## config.mk

```make
export PLATFORM = sky130hd
export DESIGN_NAME = imm_ext_stream
export DESIGN_NICKNAME = d
export VERILOG_FILES = /design/src/rtl/imm_ext_stream.sv
export SDC_FILE = /design/constraint.sdc
export NUM_CORES = 1
export LEC_CHECK = 0
export ABC_AREA = 1
export BUFFER_PORTS_ARGS = -buffer_cell sky130_fd_sc_hd__buf_2
export CAP_MARGIN = 10
export CORE_ASPECT_RATIO = 0.6
export CORE_MARGIN = 2
export CORE_UTILIZATION = 45
export CTS_BUF_LIST = sky130_fd_sc_hd__clkbuf_8
export DETAILED_ROUTE_END_ITERATION = 8
export PLACE_DENSITY_LB_ADDON = 0.12
export SYNTH_ARGS = -nofsm -noshare
export SYNTH_HDL_FRONTEND = slang
export SYNTH_SLANG_ARGS = --single-unit
export TNS_END_PERCENT = 100
```

## constraint.sdc

```tcl
create_clock -name clk -period 3.3 [get_ports clk]
set_input_delay 0.66 -clock clk [delete_from_list [all_inputs] [get_ports clk]]
set_output_delay 0.66 -clock clk [all_outputs]
set_load 0.005 [all_outputs]
```

## src/rtl/imm_ext_stream.sv

```systemverilog
//=============================================================================
// Module   : imm_ext_stream
// Purpose  : Pipelined immediate extender / negator with a valid/ready input,
//            one registered arithmetic stage (S1) and a DEPTH-entry output
//            FIFO that absorbs ALU back-pressure.
// Ports    : clk, rst                 - clock, synchronous active-high reset
//            in_valid/in_ready        - input handshake
//            in_imm [IN_W], in_op [2] - 00 sext, 01 zext, 10 -sext,
//                                       11 sext << SHIFT
//            out_valid/out_ready      - output handshake (FIFO head)
//            out_data [OUT_W]         - FIFO head result
//            fifo_level               - FIFO occupancy 0..DEPTH
//            stat_count, stat_stall   - only with IMM_EXT_STATS_EN defined:
//                                       pop counter and sticky stall flag
// Revision : 1.0 - initial release
//=============================================================================
`default_nettype none

module imm_ext_stream #(
   parameter int IN_W  = 12,
   parameter int OUT_W = 32,
   parameter int DEPTH = 4,
   parameter int SHIFT = 1
) (
   input  logic                       clk,
   input  logic                       rst,
   input  logic                       in_valid,
   output logic                       in_ready,
   input  logic [IN_W-1:0]            in_imm,
   input  logic [1:0]                 in_op,
   output logic                       out_valid,
   input  logic                       out_ready,
   output logic [OUT_W-1:0]           out_data,
   output logic [$clog2(DEPTH):0]     fifo_level
`ifdef IMM_EXT_STATS_EN
   ,
   output logic [31:0]                stat_count,
   output logic                       stat_stall
`endif
);

   localparam int PTR_W = $clog2(DEPTH);
   localparam int LVL_W = PTR_W + 1;
   localparam logic [LVL_W-1:0] c_full_level = LVL_W'(DEPTH);
   localparam logic [LVL_W-1:0] c_one_level  = LVL_W'(1);
   localparam logic [PTR_W-1:0] c_one_ptr    = PTR_W'(1);

   // Stage S1
   logic              r_s1_valid;
   logic [IN_W-1:0]   r_s1_imm;
   logic [1:0]        r_s1_op;

   // FIFO state
   logic [OUT_W-1:0]  r_mem [DEPTH];
   logic [PTR_W-1:0]  r_wptr;
   logic [PTR_W-1:0]  r_rptr;
   logic [LVL_W-1:0]  r_count;

   logic [OUT_W-1:0]  w_sx;
   logic [OUT_W-1:0]  w_zx;
   logic [OUT_W-1:0]  w_result;
   logic              w_full;
   logic              w_pop;
   logic              w_wr_ok;
   logic              w_push;
   logic              w_accept;

   // ---------------------------------------------------------------------
   // Arithmetic on the S1 word
   // ---------------------------------------------------------------------
   assign w_sx = {{(OUT_W-IN_W){r_s1_imm[IN_W-1]}}, r_s1_imm};
   assign w_zx = {{(OUT_W-IN_W){1'b0}}, r_s1_imm};

   always_comb begin
      w_result = w_sx;
      case (r_s1_op)
         2'b00:   w_result = w_sx;
         2'b01:   w_result = w_zx;
         2'b10:   w_result = -w_sx;
         2'b11:   w_result = w_sx << SHIFT;
         default: w_result = w_sx;
      endcase
   end

   // ---------------------------------------------------------------------
   // Handshakes. A full FIFO still takes a push when its head pops in the
   // same cycle, which keeps throughput at one word per cycle.
   // ---------------------------------------------------------------------
   assign out_valid  = (r_count != '0);
   assign out_data   = r_mem[r_rptr];
   assign fifo_level = r_count;

   assign w_full   = (r_count == c_full_level);
   assign w_pop    = out_valid && out_ready;
   assign w_wr_ok  = !w_full || w_pop;
   assign w_push   = r_s1_valid && w_wr_ok;
   assign in_ready = !r_s1_valid || w_wr_ok;
   assign w_accept = in_valid && in_ready;

   // ---------------------------------------------------------------------
   // S1 register: reloads whenever it is empty or its word leaves this cycle
   // ---------------------------------------------------------------------
   always_ff @(posedge clk) begin
      if (rst) begin
         r_s1_valid <= 1'b0;
         r_s1_imm   <= '0;
         r_s1_op    <= '0;
      end else if (!r_s1_valid || w_push) begin
         r_s1_valid <= w_accept;
         if (w_accept) begin
            r_s1_imm <= in_imm;
            r_s1_op  <= in_op;
         end
      end
   end

   // FIFO storage carries no reset; occupancy decides what is valid.
   always_ff @(posedge clk) begin
      if (w_push) begin
         r_mem[r_wptr] <= w_result;
      end
   end

   // Pointers wrap naturally at DEPTH because DEPTH is a power of two.
   always_ff @(posedge clk) begin
      if (rst) begin
         r_wptr  <= '0;
         r_rptr  <= '0;
         r_count <= '0;
      end else begin
         if (w_push) r_wptr <= r_wptr + c_one_ptr;
         if (w_pop)  r_rptr <= r_rptr + c_one_ptr;
         case ({w_push, w_pop})
            2'b10:   r_count <= r_count + c_one_level;
            2'b01:   r_count <= r_count - c_one_level;
            default: r_count <= r_count;
         endcase
      end
   end

`ifdef IMM_EXT_STATS_EN
   logic [31:0] r_stat_count;
   logic        r_stat_stall;

   always_ff @(posedge clk) begin
      if (rst) begin
         r_stat_count <= '0;
         r_stat_stall <= 1'b0;
      end else begin
         if (w_pop)                 r_stat_count <= r_stat_count + 32'd1;
         if (in_valid && !in_ready) r_stat_stall <= 1'b1;
      end
   end

   assign stat_count = r_stat_count;
   assign stat_stall = r_stat_stall;
`endif

endmodule

`default_nettype wire
```

# Yosys cells after proc, flatten, opt, wreduce, memory -nomap -nowiden
# Memory sizes are Yosys's and may differ from the RTL's. A register that Yosys moved wholly into a read port is not among the register bits.
# Cells that the tools add are included.
[totals]
regBits = 22
elab_cells = 36
n_memories = 1
in_bits = 18
mem_bits_rw = 128
output_inout_bits = 37
[mem_list]
columns = ["memory", "depth", "word_bits", "read_ports", "rd_clocked_by_memory_dff", "wr", "line_no", "source"]
rows = [
  ["r_mem", 4, 32, 1, 1, 1, "54", "logic [OUT_W-1:0] r_mem [DEPTH];"],
]
[op_classes]
muxes = 6
n_reduce_logical = 12
addsub = 5
eq_ne = 6
[op_table]
columns = ["cell", "count"]
rows = [
  ["one-hot mux 32 bit (4 select lines)", 1],
  ["negator 32 bit", 1],
  ["== test 2 bit, second input constant", 3],
  ["one-hot mux 3 bit (2 select lines)", 1],
  ["adder 2 x 1 -> 2 bit, second input constant", 2],
  ["== test 2 x 1 -> 1 bit, second input constant", 2],
  ["two-way mux 2 bit", 2],
  ["adder 3 x 1 -> 3 bit, second input constant", 1],
  ["== test 3 bit, second input constant", 1],
  ["logical AND 1 bit", 3],
  ["logical OR 1 bit", 3],
  ["nonzero test 3 bit", 1],
  ["subtractor 3 x 1 -> 3 bit, second input constant", 1],
  ["logical NOT 1 bit", 2],
  ["logical NOT 2 bit", 1],
  ["two-way mux 1 bit", 2],
  ["AND reduction 2 bit", 1],
  ["nonzero test 2 bit", 1],
]

# Logic depth before layout (Yosys ltp)
[depth]
depth_word = 6
ltp_mapped = 9
depth_no_buf = 9

# Worst setup path before layout
# Ideal clock, no wire load.
[synth_path]
path_type = "input -> register"
from = "in out_ready"
to = "mem r_mem[0][0], enable pin"
n_path_buf = 0
arrival_ps = 2223
slack_ps = 660
setup_time_ps = 417
required_ps = 2883
path_stages = 4
path_cell_list = "nor2_2 -> nand2_1 -> nand2_1 -> nor2_1"
[synth_via]
elab_chain_cells = 5
[synth_rtl]
columns = ["item", "line_no", "source"]
rows = [
  ["start: declaration", "32", "input logic out_ready,"],
  ["logical AND 1 bit", "94", "assign w_pop = out_valid && out_ready;"],
  ["logical OR 1 bit", "95", "assign w_wr_ok = !w_full || w_pop;"],
  ["logical AND 1 bit", "96", "assign w_push = r_s1_valid && w_wr_ok;"],
  ["two-way mux 1 bit", "119", "if (w_push) begin"],
  ["two-way mux 1 bit (not written as such)", "120", "r_mem[r_wptr] <= w_result;"],
  ["end: declaration", "54", ""],
]
# No other way between the ends.

==> impl_metrics.toml <==
[finish]
layout-drive-gt1-share = 0.1871
final_core_util = 0.5315
fin_nets = 620
diodes = 0
fin_area_um2 = 6895
syn2layout_area_growth_pct = 13.89

[clock_network]
clockBufferDepth = 2
hold_buffers = 0
clk_pin_slew_ps = 80
tritoncts = "built"
cts_sinks = 144
cts_made_buffers = 17
htreeDepth = 4
cts_root_buf = "clkbuf_8"
post_cts_buffers = 0
clk_latency_ps = 440
ctsResizeCount = 0

[floorplan]
core_um2 = 12970
die_w_um = 153.7
rows = 32
io_pins = 55
start_util = 0.4667
dieArea_um2 = 14430
fp.dieH_um = 93.85

[global_route]
antenna_found_initial = 0
grt_pass1_vias = 4018
grt_max_degree = 61
grt_overflow = 0
grt_pass1_wl_mm = 21.19
grt_use_total = 0.1954

[synth]
synthDistinctLibCells = 31
synthCells = 537
syn_area_um2 = 6055
seq_area_frac_synth = 0.6745
avgSynthCellArea_um2 = 11.27
syn_nets = 566
ys.warnings.count = 0
synth_compound_area_frac = 0.1393
synthSimpleGateAreaFrac = 0.1176
synth_xor_xnor_area_share = 0
yosys.area_share.adder = 0.02397
synth_mux_area_frac = 0
synth-seq-cells = 144
synth_top_family_by_area = "compound AO/OA/AOI/OAI gates"

[route]
drt-total-wl_mm = 13.09
drc = 0
dr_total_vias = 4102
post_drt_wl_per_cell_um = 16.91
dr.pass1.iters = 4
routed_via_density = 5.300
ant_nets = 0
drt_iter0_markers = 346

[sta]
tightest_slew_ps = 655.0
fin_crit_sh = 0.8103
grt_setup_unrepaired = "false"
skew_ps = 11.27
slew_headroom = 0.5587
post-route-min-period_ps = 2674
fin_hold_ws_ps = 390.0
hold_violations = 0
setup_viol = 0
fin_tns_setup_ps = 0
max_freq_mhz = 374.0
slew_violations = 0

[setup_path]
crit_chain = "inv_1 -> buf_4 -> o21ai_0 -> o22ai_1 -> buf_2"
cp.arrival_ps = 2010
cpMaxStageDelayCell = "inv_1"
cp_max_fo = 19
worst-setup-path-type = "flop to output port"
critical-path-max-stage-delay_ps = 480
cp.required_ps = 2640
critPathLaunchType = "flop"
critPathBufInv = 3
critPathTopFamily = "buffers and inverters"
crit_path_end_kind = "output port"

[run_status]
status = "completed"

[power_and_ir_drop]
leakagePower_nw = 2.538
p_per_area_nw_per_um2 = 632.6
vdd_drop_max_mv = 0.2667

[min_path]
hp-class = "primary input to flop"

[place]
post_dp_cell_area_um2 = 6477
place.port_buffers = 54
gp_congestion = 0.8467
hpwl_mm = 8.116

[run]
maxCapViolCount = 0
worst reg2reg max path, delay by kind of cell, from the launching register on:
family / cells / cell delay, ps
AOI/OAI and AO/OA: 1 / 360
buffers and inverters: 1 / 140
adders and majority gates: 2 / 570
and+or+nand+nor: 3 / 580
DFF: 1 / 300
cells by family (layout without fill, tap and decap cells):
logic type	after synthesis	in the layout
AOI/OAI and AO/OA	152	152
adders and majority gates	11	11
buffers and inverters	63	130
and+or+nand+nor	167	167
DFF	144	144
cells in the mapped netlist, drive strengths merged:
master / count / area [µm²]
edfxtp: 120 / 3603
nor2: 93 / 369.1
o21ai: 85 / 425.4
nand2: 50 / 197.7
inv: 34 / 127.6
o22ai: 30 / 187.7
a21oi: 29 / 163.9
dfxtp: 24 / 480.5
nand3: 17 / 102.6
clkbuf: 16 / 60.06
buf: 12 / 78.82
ha: 10 / 125.1
nand4: 6 / 37.54
o221ai: 5 / 43.79
o211ai: 3 / 22.52
clkinv: 1 / 3.750
fa: 1 / 20.02
nor3: 1 / 5.000
power breakdown:
| part | internal, mW | switching (mW) | leakage [nW] |
|---|---|---|---|
| clock network | 0.760 | 0.685 | 0.214 |
| registers | 2.10 | 0.0431 | 1.31 |
| logic | 0.263 | 0.515 | 1.02 |
| total | 3.12 | 1.24 | 2.54 |
metal layers:
| layer | share of wire | vias up | track usage |
|---|---|---|---|
| li1 | - | 2037 | - |
| met1 | 0.49 | 1941 | 0.2935 |
| met2 | 0.44 | 120 | 0.2859 |
| met3 | 0.065 | 4 | 0.04751 |
| met4 | 0.0039 | 0 | 0.04817 |
| met5 | 0 | - | 0 |
final timing paths:
kind | from | end | slack [ps] | depth (start not counted)
max | flop | out_data[6] | 630 | 5
min reg2reg | r_rptr[0]$_SDFFE_PP0N_ | flop | 480 | 1
max reg2reg | r_s1_imm[0]$_SDFFE_PP0P_ | r_mem[1][12]$_DFFE_PP_ | 1110 | 7
min | rst | r_s1_valid$_SDFFE_PP0P_ | 390 | 2
placed cells by master (no fill, tap or decap), types with 6 or more instances in the layout:
master,n
nor2_2,6
dfxtp_1,23
inv_1,32
ha_1,10
clkbuf_8,17
nor2_1,85
buf_2,54
nand2_1,48
nand4_1,6
a21oi_1,26
buf_4,9
o22ai_1,30
o21ai_0,82
edfxtp_1,120
nand3_1,15
stage by stage:
stage	cells	power, mW	worst slack [ps]
after CTS	774	4.412	549.5
final	774	4.362	626.1
after global routing	774	4.606	376.2
after detailed placement	742	2.969	1084
after global placement	742	2.949	1134
after floorplan	537	2.677	659.6
area by class of cell:
| type | count | area [µm²] |
|---|---|---|
| clock inverters | 15 | 183.9 |
| multi-input cells | 330 | 1710 |
| repair buffers | 63 | 337.8 |
| inverters | 35 | 131.4 |
| well taps | 170 | 212.7 |
| clock buffers | 17 | 234.0 |
| fillers | 1143 | 6077 |
| flip-flops and latches | 144 | 4085 |
flip-flops by register name, summed over array words and instances, names as in the netlist, named ones only:
signal / flops
r_mem: 120
r_s1_imm: 12
fifo_level: 3
r_rptr: 2
r_s1_op: 2
r_wptr: 2
r_s1_valid: 1
(Power assumes the default switching activity.)
